$ cat config.mk
export PLATFORM = sky130hd
export DESIGN_NAME = alu_seq
export DESIGN_NICKNAME = d
export VERILOG_FILES = /design/src/rtl/alu_pkg.sv /design/src/rtl/alu_seq_muldiv_iter.sv /design/src/rtl/alu_seq.sv
export SDC_FILE = /design/constraint.sdc
export NUM_CORES = 2
export LEC_CHECK = 0
export CORE_MARGIN = 2
export CORE_UTILIZATION = 30
export DETAILED_ROUTE_END_ITERATION = 6
export GPL_TIMING_DRIVEN = 0
export MAX_ROUTING_LAYER = met4
export PLACE_DENSITY = 0.44
export SLEW_MARGIN = 25
export SYNTH_ARGS = -nofsm -noshare
export SYNTH_HDL_FRONTEND = slang
export SYNTH_SLANG_ARGS = --single-unit
$ cat constraint.sdc
create_clock -name clk -period 7.9 [get_ports clk]
set_input_delay 1.58 -clock clk [delete_from_list [all_inputs] [get_ports clk]]
set_output_delay 1.58 -clock clk [all_outputs]
set_load 0.02 [all_outputs]
$ cat src/rtl/alu_pkg.sv
// Shared definitions for the sequential ALU: op codes, FSM states and the
// fixed divide results for divide-by-zero and signed overflow.
package alu_pkg;

   localparam logic [3:0] OP_ADD   = 4'h0;
   localparam logic [3:0] OP_SUB   = 4'h1;
   localparam logic [3:0] OP_AND   = 4'h2;
   localparam logic [3:0] OP_OR    = 4'h3;
   localparam logic [3:0] OP_XOR   = 4'h4;
   localparam logic [3:0] OP_NOR   = 4'h5;
   localparam logic [3:0] OP_SLL   = 4'h6;
   localparam logic [3:0] OP_SRL   = 4'h7;
   localparam logic [3:0] OP_SRA   = 4'h8;
   localparam logic [3:0] OP_SLT   = 4'h9;
   localparam logic [3:0] OP_MULT  = 4'hA;
   localparam logic [3:0] OP_DIV   = 4'hB;
   localparam logic [3:0] OP_MULTU = 4'hC;
   localparam logic [3:0] OP_DIVU  = 4'hD;

   typedef enum logic [1:0] {ST_IDLE, ST_CALC, ST_FIX} state_t;

   function automatic logic is_muldiv(input logic [3:0] op);
      return (op == OP_MULT) || (op == OP_DIV) || (op == OP_MULTU) || (op == OP_DIVU);
   endfunction

   // Returns {hi, lo} in 64-bit lanes; callers slice the low w bits of each.
   // divz: LO = all ones, HI = dividend.  Otherwise overflow: LO = MIN, HI = 0.
   function automatic logic [127:0] div_rule(input logic [63:0] a, input logic divz,
                                             input int w);
      logic [63:0] ones;
      logic [63:0] min;
      ones = (64'(1) << w) - 64'(1);
      min  = 64'(1) << (w - 1);
      return divz ? {a, ones} : {64'(0), min};
   endfunction

endpackage

$ cat src/rtl/alu_seq_muldiv_iter.sv
// One-bit-per-cycle unsigned engine: shift-add multiply or restoring divide
// on operand magnitudes, with its own iteration counter.
module muldiv_iter #(
   parameter int WIDTH = 32
) (
   input  logic             clk,
   input  logic             rst_n,
   input  logic             load,
   input  logic             step,
   input  logic             is_div,
   input  logic [WIDTH-1:0] a_mag,
   input  logic [WIDTH-1:0] b_mag,
   output logic [WIDTH-1:0] hi,
   output logic [WIDTH-1:0] lo,
   output logic             last
);
   localparam int CW = $clog2(WIDTH);

   logic [2*WIDTH-1:0] acc, acc_nxt;
   logic [WIDTH-1:0]   opnd;
   logic [CW-1:0]      cnt;
   logic [WIDTH:0]     sum, rsh, trial;

   // acc holds {partial product, multiplier} or {remainder, quotient/dividend}
   always_comb begin
      sum   = {1'b0, acc[2*WIDTH-1:WIDTH]} + (acc[0] ? {1'b0, opnd} : '0);
      rsh   = {acc[2*WIDTH-1:WIDTH], acc[WIDTH-1]};
      trial = rsh - {1'b0, opnd};
      if (!is_div)
         acc_nxt = {sum, acc[WIDTH-1:1]};
      else if (trial[WIDTH])
         acc_nxt = {rsh[WIDTH-1:0], acc[WIDTH-2:0], 1'b0};
      else
         acc_nxt = {trial[WIDTH-1:0], acc[WIDTH-2:0], 1'b1};
   end

   always_ff @(posedge clk) begin
      if (!rst_n) begin
         acc  <= '0;
         opnd <= '0;
         cnt  <= '0;
      end else if (load) begin
         acc  <= {{WIDTH{1'b0}}, a_mag};
         opnd <= b_mag;
         cnt  <= CW'(WIDTH - 1);
      end else if (step) begin
         acc  <= acc_nxt;
         cnt  <= cnt - 1'b1;
      end
   end

   assign hi   = acc[2*WIDTH-1:WIDTH];
   assign lo   = acc[WIDTH-1:0];
   assign last = (cnt == '0);
endmodule

$ cat src/rtl/alu_seq.sv
// Sequential ALU: combinational single-cycle ops plus an iterative mul/div
// unit that stalls the pipeline and deposits its result in HI/LO.
module alu_seq
   import alu_pkg::*;
#(
   parameter int WIDTH = 32
) (
   input  logic             clk,
   input  logic             rst_n,
   input  logic             valid,
   input  logic [3:0]       op,
   input  logic [WIDTH-1:0] A,
   input  logic [WIDTH-1:0] B,
   output logic [WIDTH-1:0] out,
   output logic [WIDTH-1:0] HI,
   output logic [WIDTH-1:0] LO,
   output logic             stall
);
   localparam int SW = $clog2(WIDTH);
   localparam logic [WIDTH-1:0] MIN = {1'b1, {(WIDTH-1){1'b0}}};

   state_t state, nstate;
   logic [3:0]       op_r;
   logic [WIDTH-1:0] a_r, b_r;
   logic             issue, signed_in, signed_r, is_div, a_neg, b_neg, last;
   logic [WIDTH-1:0] a_mag, b_mag, raw_hi, raw_lo, fix_hi, fix_lo, diff;
   logic [2*WIDTH-1:0] prod;
   logic [127:0]     rule;

   always_comb begin
      diff = A - B;
      case (op)
         OP_ADD:  out = A + B;
         OP_SUB:  out = diff;
         OP_AND:  out = A & B;
         OP_OR:   out = A | B;
         OP_XOR:  out = A ^ B;
         OP_NOR:  out = ~(A | B);
         OP_SLL:  out = B << A[SW-1:0];
         OP_SRL:  out = B >> A[SW-1:0];
         OP_SRA:  out = $signed(B) >>> A[SW-1:0];
         OP_SLT:  out = {{(WIDTH-1){1'b0}}, diff[WIDTH-1]};
         default: out = '0;
      endcase
   end

   assign issue     = (state == ST_IDLE) && valid && is_muldiv(op);
   assign stall     = rst_n && (issue || (state == ST_CALC));
   assign signed_in = (op == OP_MULT) || (op == OP_DIV);
   assign a_mag     = (signed_in && A[WIDTH-1]) ? -A : A;
   assign b_mag     = (signed_in && B[WIDTH-1]) ? -B : B;
   assign signed_r  = (op_r == OP_MULT) || (op_r == OP_DIV);
   assign is_div    = (op_r == OP_DIV) || (op_r == OP_DIVU);
   assign a_neg     = signed_r && a_r[WIDTH-1];
   assign b_neg     = signed_r && b_r[WIDTH-1];

   muldiv_iter #(.WIDTH(WIDTH)) u_iter (
      .clk    (clk),
      .rst_n  (rst_n),
      .load   (issue),
      .step   (state == ST_CALC),
      .is_div (is_div),
      .a_mag  (a_mag),
      .b_mag  (b_mag),
      .hi     (raw_hi),
      .lo     (raw_lo),
      .last   (last)
   );

   // Sign correction; the remainder follows the dividend's sign
   always_comb begin
      prod = {raw_hi, raw_lo};
      if (a_neg ^ b_neg) prod = -prod;
      rule = div_rule(64'(a_r), b_r == '0, WIDTH);
      if (!is_div) begin
         fix_hi = prod[2*WIDTH-1:WIDTH];
         fix_lo = prod[WIDTH-1:0];
      end else if ((b_r == '0) || (signed_r && a_r == MIN && b_r == '1)) begin
         fix_hi = rule[64 +: WIDTH];
         fix_lo = rule[0 +: WIDTH];
      end else begin
         fix_hi = a_neg ? -raw_hi : raw_hi;
         fix_lo = (a_neg ^ b_neg) ? -raw_lo : raw_lo;
      end
   end

   always_comb begin
      nstate = state;
      case (state)
         ST_IDLE: if (issue) nstate = ST_CALC;
         ST_CALC: if (last)  nstate = ST_FIX;
         ST_FIX:             nstate = ST_IDLE;
         default:            nstate = ST_IDLE;
      endcase
   end

   always_ff @(posedge clk) begin
      if (!rst_n) begin
         state <= ST_IDLE;
         op_r  <= '0;
         a_r   <= '0;
         b_r   <= '0;
         HI    <= '0;
         LO    <= '0;
      end else begin
         state <= nstate;
         if (issue) begin
            op_r <= op;
            a_r  <= A;
            b_r  <= B;
         end
         if (state == ST_FIX) begin
            HI <= fix_hi;
            LO <= fix_lo;
         end
      end
   end
endmodule

==> results of run 1 <==
-- where the power goes --
group	internal (mW)	leakage (nW)	total, mW	switching (mW)
Sequential	1.24	1.90	1.31	0.0746
Clock	0.830	0.475	1.42	0.590
Combinational	0.592	9.16	1.79	1.20
-- what timing repair did --
action                     CTS  global route
pin swaps                    6             9
buffers inserted             4            10
gates resized for setup     87            38
setup endpoints to repair   32            18
-- worst register-to-register path, cell delays in order (launching register included) --
cell and delay (ps):
dfxtp_1 560, inv_1 250, ha_1 280, fa_1 400
nand2b_1 190, a21oi_1 390, o21a_1 300, o311ai_1 230
a31oi_1 380, a31o_2 360, xor2_4 440, buf_2 430
nand2_1 90, and3_1 190, a211oi_1 170
-- cells in the final DEF, fill, tap and decap left out, types with 24 or more instances in the layout --
| cell type | netlist | routed |
|---|---|---|
| xor2_1 | 63 | 63 |
| dfxtp_1 | 234 | 234 |
| o21ai_1 | 18 | 24 |
| a211oi_1 | 109 | 107 |
| xnor2_1 | 117 | 117 |
| a21oi_1 | 399 | 397 |
| nand2_1 | 374 | 373 |
| nor4_1 | 37 | 36 |
| o21bai_1 | 26 | 26 |
| mux4_2 | 25 | 25 |
| a31oi_1 | 41 | 39 |
| clkbuf_1 | 225 | 216 |
| nor3_1 | 68 | 67 |
| nor2_1 | 405 | 404 |
| inv_1 | 145 | 142 |
| nand2b_1 | 27 | 27 |
| or3_1 | 30 | 30 |
| mux2i_1 | 50 | 50 |
| mux2_2 | 25 | 25 |
| o21ai_0 | 270 | 264 |
| a221oi_1 | 58 | 55 |
| o211ai_1 | 41 | 41 |
| a21o_1 | 59 | 59 |
| ha_1 | 176 | 175 |
| clkbuf_16 | 0 | 27 |
| buf_1 | 31 | 24 |
| clkdlybuf4s50_1 | 0 | 141 |
| nand3_1 | 63 | 63 |
-- metal layers --
metal	vias up	GRT usage	routed length [um]
li1	13411	-	-
met1	14377	0.426	61300
met2	1546	0.535	66600
met3	320	0.0406	10500
met4	0	0.192	9930
met5	-	-	0
-- state kept, by name, summed over array words and instances, names as in the netlist --
register and count:
a_r 32, op_r 4, u_iter.acc 64, LO 32, u_iter.opnd 32, u_iter.cnt 5, b_r 31, HI 32
state 2
-- final timing paths --
check                                       to  slack [ps]      startpoint
worst max-delay path                   out[20]         -80           op[2]
worst min register to register          HI[24]         470          HI[24]
worst max register to register  u_iter.acc[52]        3160  u_iter.acc[31]
worst min-delay path                    HI[24]         470          HI[24]
-- cell families (layout without fill, tap and decap cells) --
| kind of cell | after synthesis | after routing | synth area share |
|---|---|---|---|
| multiplexers | 102 | 102 | 0.0545 |
| buffers and inverters | 433 | 660 | 0.0673 |
| other | 0 | 2 | 0 |
| XOR/XNOR | 182 | 182 | 0.0645 |
| AO/OA/AOI/OAI | 1279 | 1279 | 0.327 |
| AND/OR/NAND/NOR | 1152 | 1152 | 0.209 |
| adder cells (fa/ha/maj) | 180 | 180 | 0.0909 |
| flip-flops | 234 | 234 | 0.187 |
-- stage by stage --
stage	hold WS, ps	TNS, ps	util
5_1_grt	496	0	0.353
2_1_floorplan	432	0	-
6_report	469	-84.2	0.353
3_3_place_gp	459	-41150	0.338
4_1_cts	472	0	0.352
3_5_place_dp	464	-36760	0.338
-- final cells by class --
cell class,count,area (sq um)
Clock buffer,36,739
Clock inverter,14,229
Tap cell,1080,1350
Sequential cell,234,4680
Timing Repair Buffer,182,1760
Antenna cell,2,5.00
Buffer,280,1170
Inverter,148,572
Fill cell,9253,53900
Multi-Input combinational cell,2895,18900
==> qor.yml, run 1 <==
status:
  outcome: "finished, violations left"
  failed_checks: "setup timing"
global_routing:
  grt_antenna_before_repair: 1
  grt_pass1_vias: 27994
  grt_max_degree: 20
  grt_overflow: 0
  grt_usage: 0.341
  grt_first_pass_wirelength_um: 208000
placement:
  pre_cts_ws_ps: -2010
  gp_routability_congestion: 1.08
  place_inst: 4810
  place_area_sq_um: 28200
  port_buffers: 167
  hpwl_um: 118000
worst_setup_path:
  cp.depth: 11
  arrival_ps: 6400
  worstPathRequired_ps: 6320
  slowest_delay_ps: 640
  end_kind: "primary output"
  cp.buffers_inverters: 5
  path_cells: "clkdlybuf4s50_1 -> clkbuf_1 -> nand4bb_1 -> clkbuf_1 -> clkbuf_1 -> nor2_1 -> a221oi_1 -> o311ai_0 -> a21oi_1 -> o21ai_0 -> clkdlybuf4s50_1"
  critPathMaxFanout: 10
  worstSetupPathType: "input port to primary output"
  start_kind: "input port"
  crit_path_top_delay_cell: "a221oi_1"
  cp_common_cell: "clkbuf_1"
  reg2reg_depth: 14
  crit_family: "buffers and inverters"
flow_run:
  drv_cap: 0
detailed_routing:
  drt_iter0_markers: 3400
  drt_wl_total_um: 148000
  ant_nets: 0
  firstDrtPassIters: 6
  routedWlPerCell_um: 30.4
  drc: 0
  post_drt_via_cell_ratio: 6.09
  dr_total_vias: 29654
die:
  initial_utilization: 0.301
  die_w_um: 293
  die-area_sq_um: 86000
  core_area_sq_um: 83300
  fp.dieH_um: 293
  ios: 168
  floorplan.rows: 106
yosys:
  synth_most_common_cell: "nor2_1"
  synthCells: 3562
  yosysWarnings: 0
  synth-seq-cells: 234
  netlist_area_sq_um: 25100
  synth_fp_nets: 3813
  synth_area_leaders: "dfxtp_1, ha_1, a21oi_1, nor2_1, nand2_1"
  synth_top_cell_area_share: 0.187
  synth_edf_count: 0
  synthArstFlopShare: 0
  synth_area_leader_cell: "dfxtp_1"
  avgSynthCellArea_sq_um: 7.05
  yosysSeqAreaShare: 0.187
  yosysUniqueCellTypes: 98
  ys_top_cells_by_count: "nor2_1, a21oi_1, nand2_1, o21ai_0, dfxtp_1"
  synth_flop_cell: "dfxtp_1"
power_and_ir_drop:
  p_leak_nw: 11.5
  ir_drop_uv: 142
  power_mw: 4.52
  powerDensity_nw_per_um2: 154
clock_tree:
  path_clk_slew_ps: 60
  h-tree-depth: 1
  insertion_delay_ps: 590
  cts.path.max_buffers: 3
  clock-root-buffer: "clkbuf_16"
  cts_buffers: 27
  postCtsHoldBufs: 0
  cts_tree: "done"
  clock-sinks: 234
timing:
  setup_viol: 1
  rsz0062_at_grt: "false"
  slew-limit-headroom: 0.281
  clock_skew_ps: 24.2
  clock.fmax_mhz: 125
  worst_pin_slew_ps: 1080
  min_period_over_period: 1.01
  setup_slack_ps: -84.2
  slew_viol_final: 0
  layout_min_cycle_time_ps: 7980
  finalHoldViolCount: 0
hold_path:
  holdPathStages: 2
  min_path_type: "flip-flop to flip-flop"
final_layout:
  drive_gt1_frac: 0.0644
  syn2layout_area_growth_pct: 17.2
  stdcell_count: 4871
  final_nets: 4019
  final_cell_area_sq_um: 29400
Power figures use the tool's default switching activity.
==> inputs of run 2 (changes only) <==
Settings changed: MAX_ROUTING_LAYER met4 to unset.
==> qor.yml, run 2 (same netlist as run 1, synthesis figures left out) <==
status:
  outcome: "finished, violations left"  # unchanged
  failed_checks: "DRC"  # was setup timing
worst_setup_path:
  start_kind: "input port"  # unchanged
  crit_path_top_delay_cell: "clkdlybuf4s50_1"  # was a221oi_1
  end_kind: "primary output"  # unchanged
  arrival_ps: 6260  # was 6400 ps
  worstSetupPathType: "input port to primary output"  # unchanged
  slowest_delay_ps: 570  # was 640 ps
  worstPathRequired_ps: 6320  # about the same
  path_cells: "clkdlybuf4s50_1 -> buf_6 -> inv_1 -> buf_4 -> clkbuf_4 -> buf_6 -> ha_4 -> inv_1 -> a21oi_2 -> o21ai_0 -> and4_1 -> or2_2 -> nand3_1 -> a21oi_1 -> o31ai_1 -> o21ai_1 -> or3_1 -> clkdlybuf4s50_1"  # was clkdlybuf4s50_1 -> clkbuf_1 -> nand4bb_1 -> clkbuf_1 -> clkbuf_1 -> nor2_1 -> a221oi_1 -> o311ai_0 -> a21oi_1 -> o21ai_0 -> clkdlybuf4s50_1
  cp.buffers_inverters: 8  # was 5
  r2r_setup_slack_ps: 3060  # was 3160 ps
  critPathMaxFanout: 10  # unchanged
  crit_family: "buffers and inverters"  # unchanged
detailed_routing:
  firstDrtPassIters: 7  # was 6
  routedWlPerCell_um: 30.4  # about the same
  drt_wl_total_um: 148000  # about the same
  drt_iter0_markers: 3141  # was 3400
  ant_nets: 0  # unchanged
  drc: 5  # was 0
  post_drt_via_cell_ratio: 6.06  # was 6.09
  dr_total_vias: 29495  # was 29654
clock_tree:
  insertion_delay_ps: 600  # was 590 ps
  cts_buffers: 27  # unchanged
  path_clk_slew_ps: 60  # about the same
  clock-sinks: 234  # unchanged
  cts_tree: "done"  # unchanged
  clock-root-buffer: "clkbuf_16"  # unchanged
  h-tree-depth: 1  # unchanged
  cts.path.max_buffers: 3  # unchanged
timing:
  fin_tns_setup_ps: 0  # was -84.2 ps
  clock.fmax_mhz: 128  # was 125 MHz
  min_period_over_period: 0.992  # was 1.01
  setup_viol: 0  # was 1
  setup_slack_ps: 60.4  # was -84.2 ps
  rsz0062_at_grt: "true"  # was false
  layout_min_cycle_time_ps: 7840  # was 7980 ps
  slew_viol_final: 0  # unchanged
  finalHoldViolCount: 0  # unchanged
  slew-limit-headroom: 0.225  # was 0.281
  clock_skew_ps: 30.5  # was 24.2 ps
  worst_pin_slew_ps: 1150  # was 1080 ps
power_and_ir_drop:
  comb_power_share: 0.401  # was 0.396
  clockPowerShare: 0.301  # was 0.314
  seq_power_share: 0.298  # was 0.290
  power_switching_mw: 1.81  # was 1.86 mW
  p_leak_nw: 11.4  # was 11.5 nW
  power_mw: 4.39  # was 4.52 mW
  p_sw_frac: 0.412  # about the same
  powerDensity_nw_per_um2: 150  # was 154 nW/um^2
  ir_drop_uv: 138  # was 142 uV
  intPower_mw: 2.58  # was 2.66 mW
global_routing:
  grt_usage: 0.332  # was 0.341
  grt_overflow: 0  # unchanged
  grt_first_pass_wirelength_um: 208000  # about the same
  grt_antenna_before_repair: 2  # was 1
  grt_max_degree: 20  # unchanged
  grt_pass1_vias: 28155  # was 27994
final_layout:
  fin_util: 0.352  # was 0.353
  syn2layout_area_growth_pct: 16.6  # was 17.2%
  drive_gt1_frac: 0.0622  # was 0.0644
  regMostFlops: "u_iter.acc"  # unchanged
  final_nets: 4013  # was 4019
  layout_common_cells: "nor2_1, a21oi_1, nand2_1, o21ai_0, dfxtp_1"  # unchanged
  largest_reg_flops: 64  # unchanged
  final_common_cell: "nor2_1"  # unchanged
die:
  fp.dieH_um: 293  # unchanged
  core_area_sq_um: 83300  # unchanged
  initial_utilization: 0.301  # unchanged
  ios: 168  # unchanged
  die-area_sq_um: 86000  # unchanged
  die_w_um: 293  # unchanged
  floorplan.rows: 106  # unchanged
placement:
  hpwl_um: 118000  # about the same
  gp_routability_congestion: 1.02  # was 1.08
  pre_cts_ws_ps: -2180  # was -2010 ps
  port_buffers: 167  # unchanged
flow_run:
  drv_cap: 0  # unchanged
hold_path:
  min_path_type: "flip-flop to flip-flop"  # unchanged
[run 2: changes by cell type in the layout (fill, tap and decap cells not counted), moves of 3 or more]
cell / before / now
dlymetal6s2s_1: 7 / 3
buf_4: 19 / 15
diode_2: 2 / 5
buf_2: 22 / 25
dlygate4sd2_1: 6 / 10
clkbuf_1: 216 / 213
[run 2: metrics by stage]
step / area [sq um] / std cells / hold slack [ps]
floorplan: 25100 / 3562 / 432
global placement: 28100 / 4809 / 460
detailed placement: 28100 / 4809 / 466
CTS: 29200 / 4857 / 474
global route: 29300 / 4860 / 493
finish: 29300 / 4865 / 475
[run 2: timing repair]
action                                  4_1_cts  5_1_grt
setup buffers                                 5        3
resized for setup                           101       32
endpoints found under the hold margin         0        0
pin swaps                                     6       10
endpoints found under the setup margin       30       17
hold buffers                                  0        0
[run 2: power by group through the flow]
stage	combinational, mW	clock [mW]	sequential (mW)
detailed placement	1.69	0	1.33
CTS	1.71	1.34	1.31
global placement	1.71	0	1.33
floorplan	1.03	0	1.31
finish	1.76	1.32	1.31
global route	1.86	1.38	1.31
[run 2: path summary, 6_finish.rpt]
check	end	from	cells past startpoint
hold / removal	b_r[5]	b_r[5]	2
hold reg to reg	b_r[5]	b_r[5]	2
setup reg to reg	u_iter.acc[59]	u_iter.acc[0]	14
setup / recovery	out[15]	A[2]	18
[run 2: per-layer routing]
layer,share of wire,GRT usage,vias up
met4,0.075,0.213,0
met5,0,0,-
met2,0.44,0.530,1484
li1,-,-,13419
met3,0.074,0.0533,362
met1,0.41,0.415,14230
[run 2: area by class of cell]
cell class,count,area [sq um]
tap,1080,1350
multi-input combinational,2895,18900
buffer,281,1180
fill,9268,54000
sequential,234,4680
antenna,5,12.5
timing repair buffer,175,1690
inverter,148,572
clock buffer,35,736
clock inverter,12,159
[run 2: worst reg2reg max path, cell delays in order, from the launching register on]
cell and delay [ps]:
dfxtp_1 450, inv_1 320, clkbuf_1 480, nor2_1 120, ha_1 350, o21ai_0 180
nor2_1 100, o41ai_1 790, o211ai_1 300, o21ai_1 500, nor2b_1 280, o221ai_1 210
a2111o_1 450, o211ai_1 110, o21ai_1 90
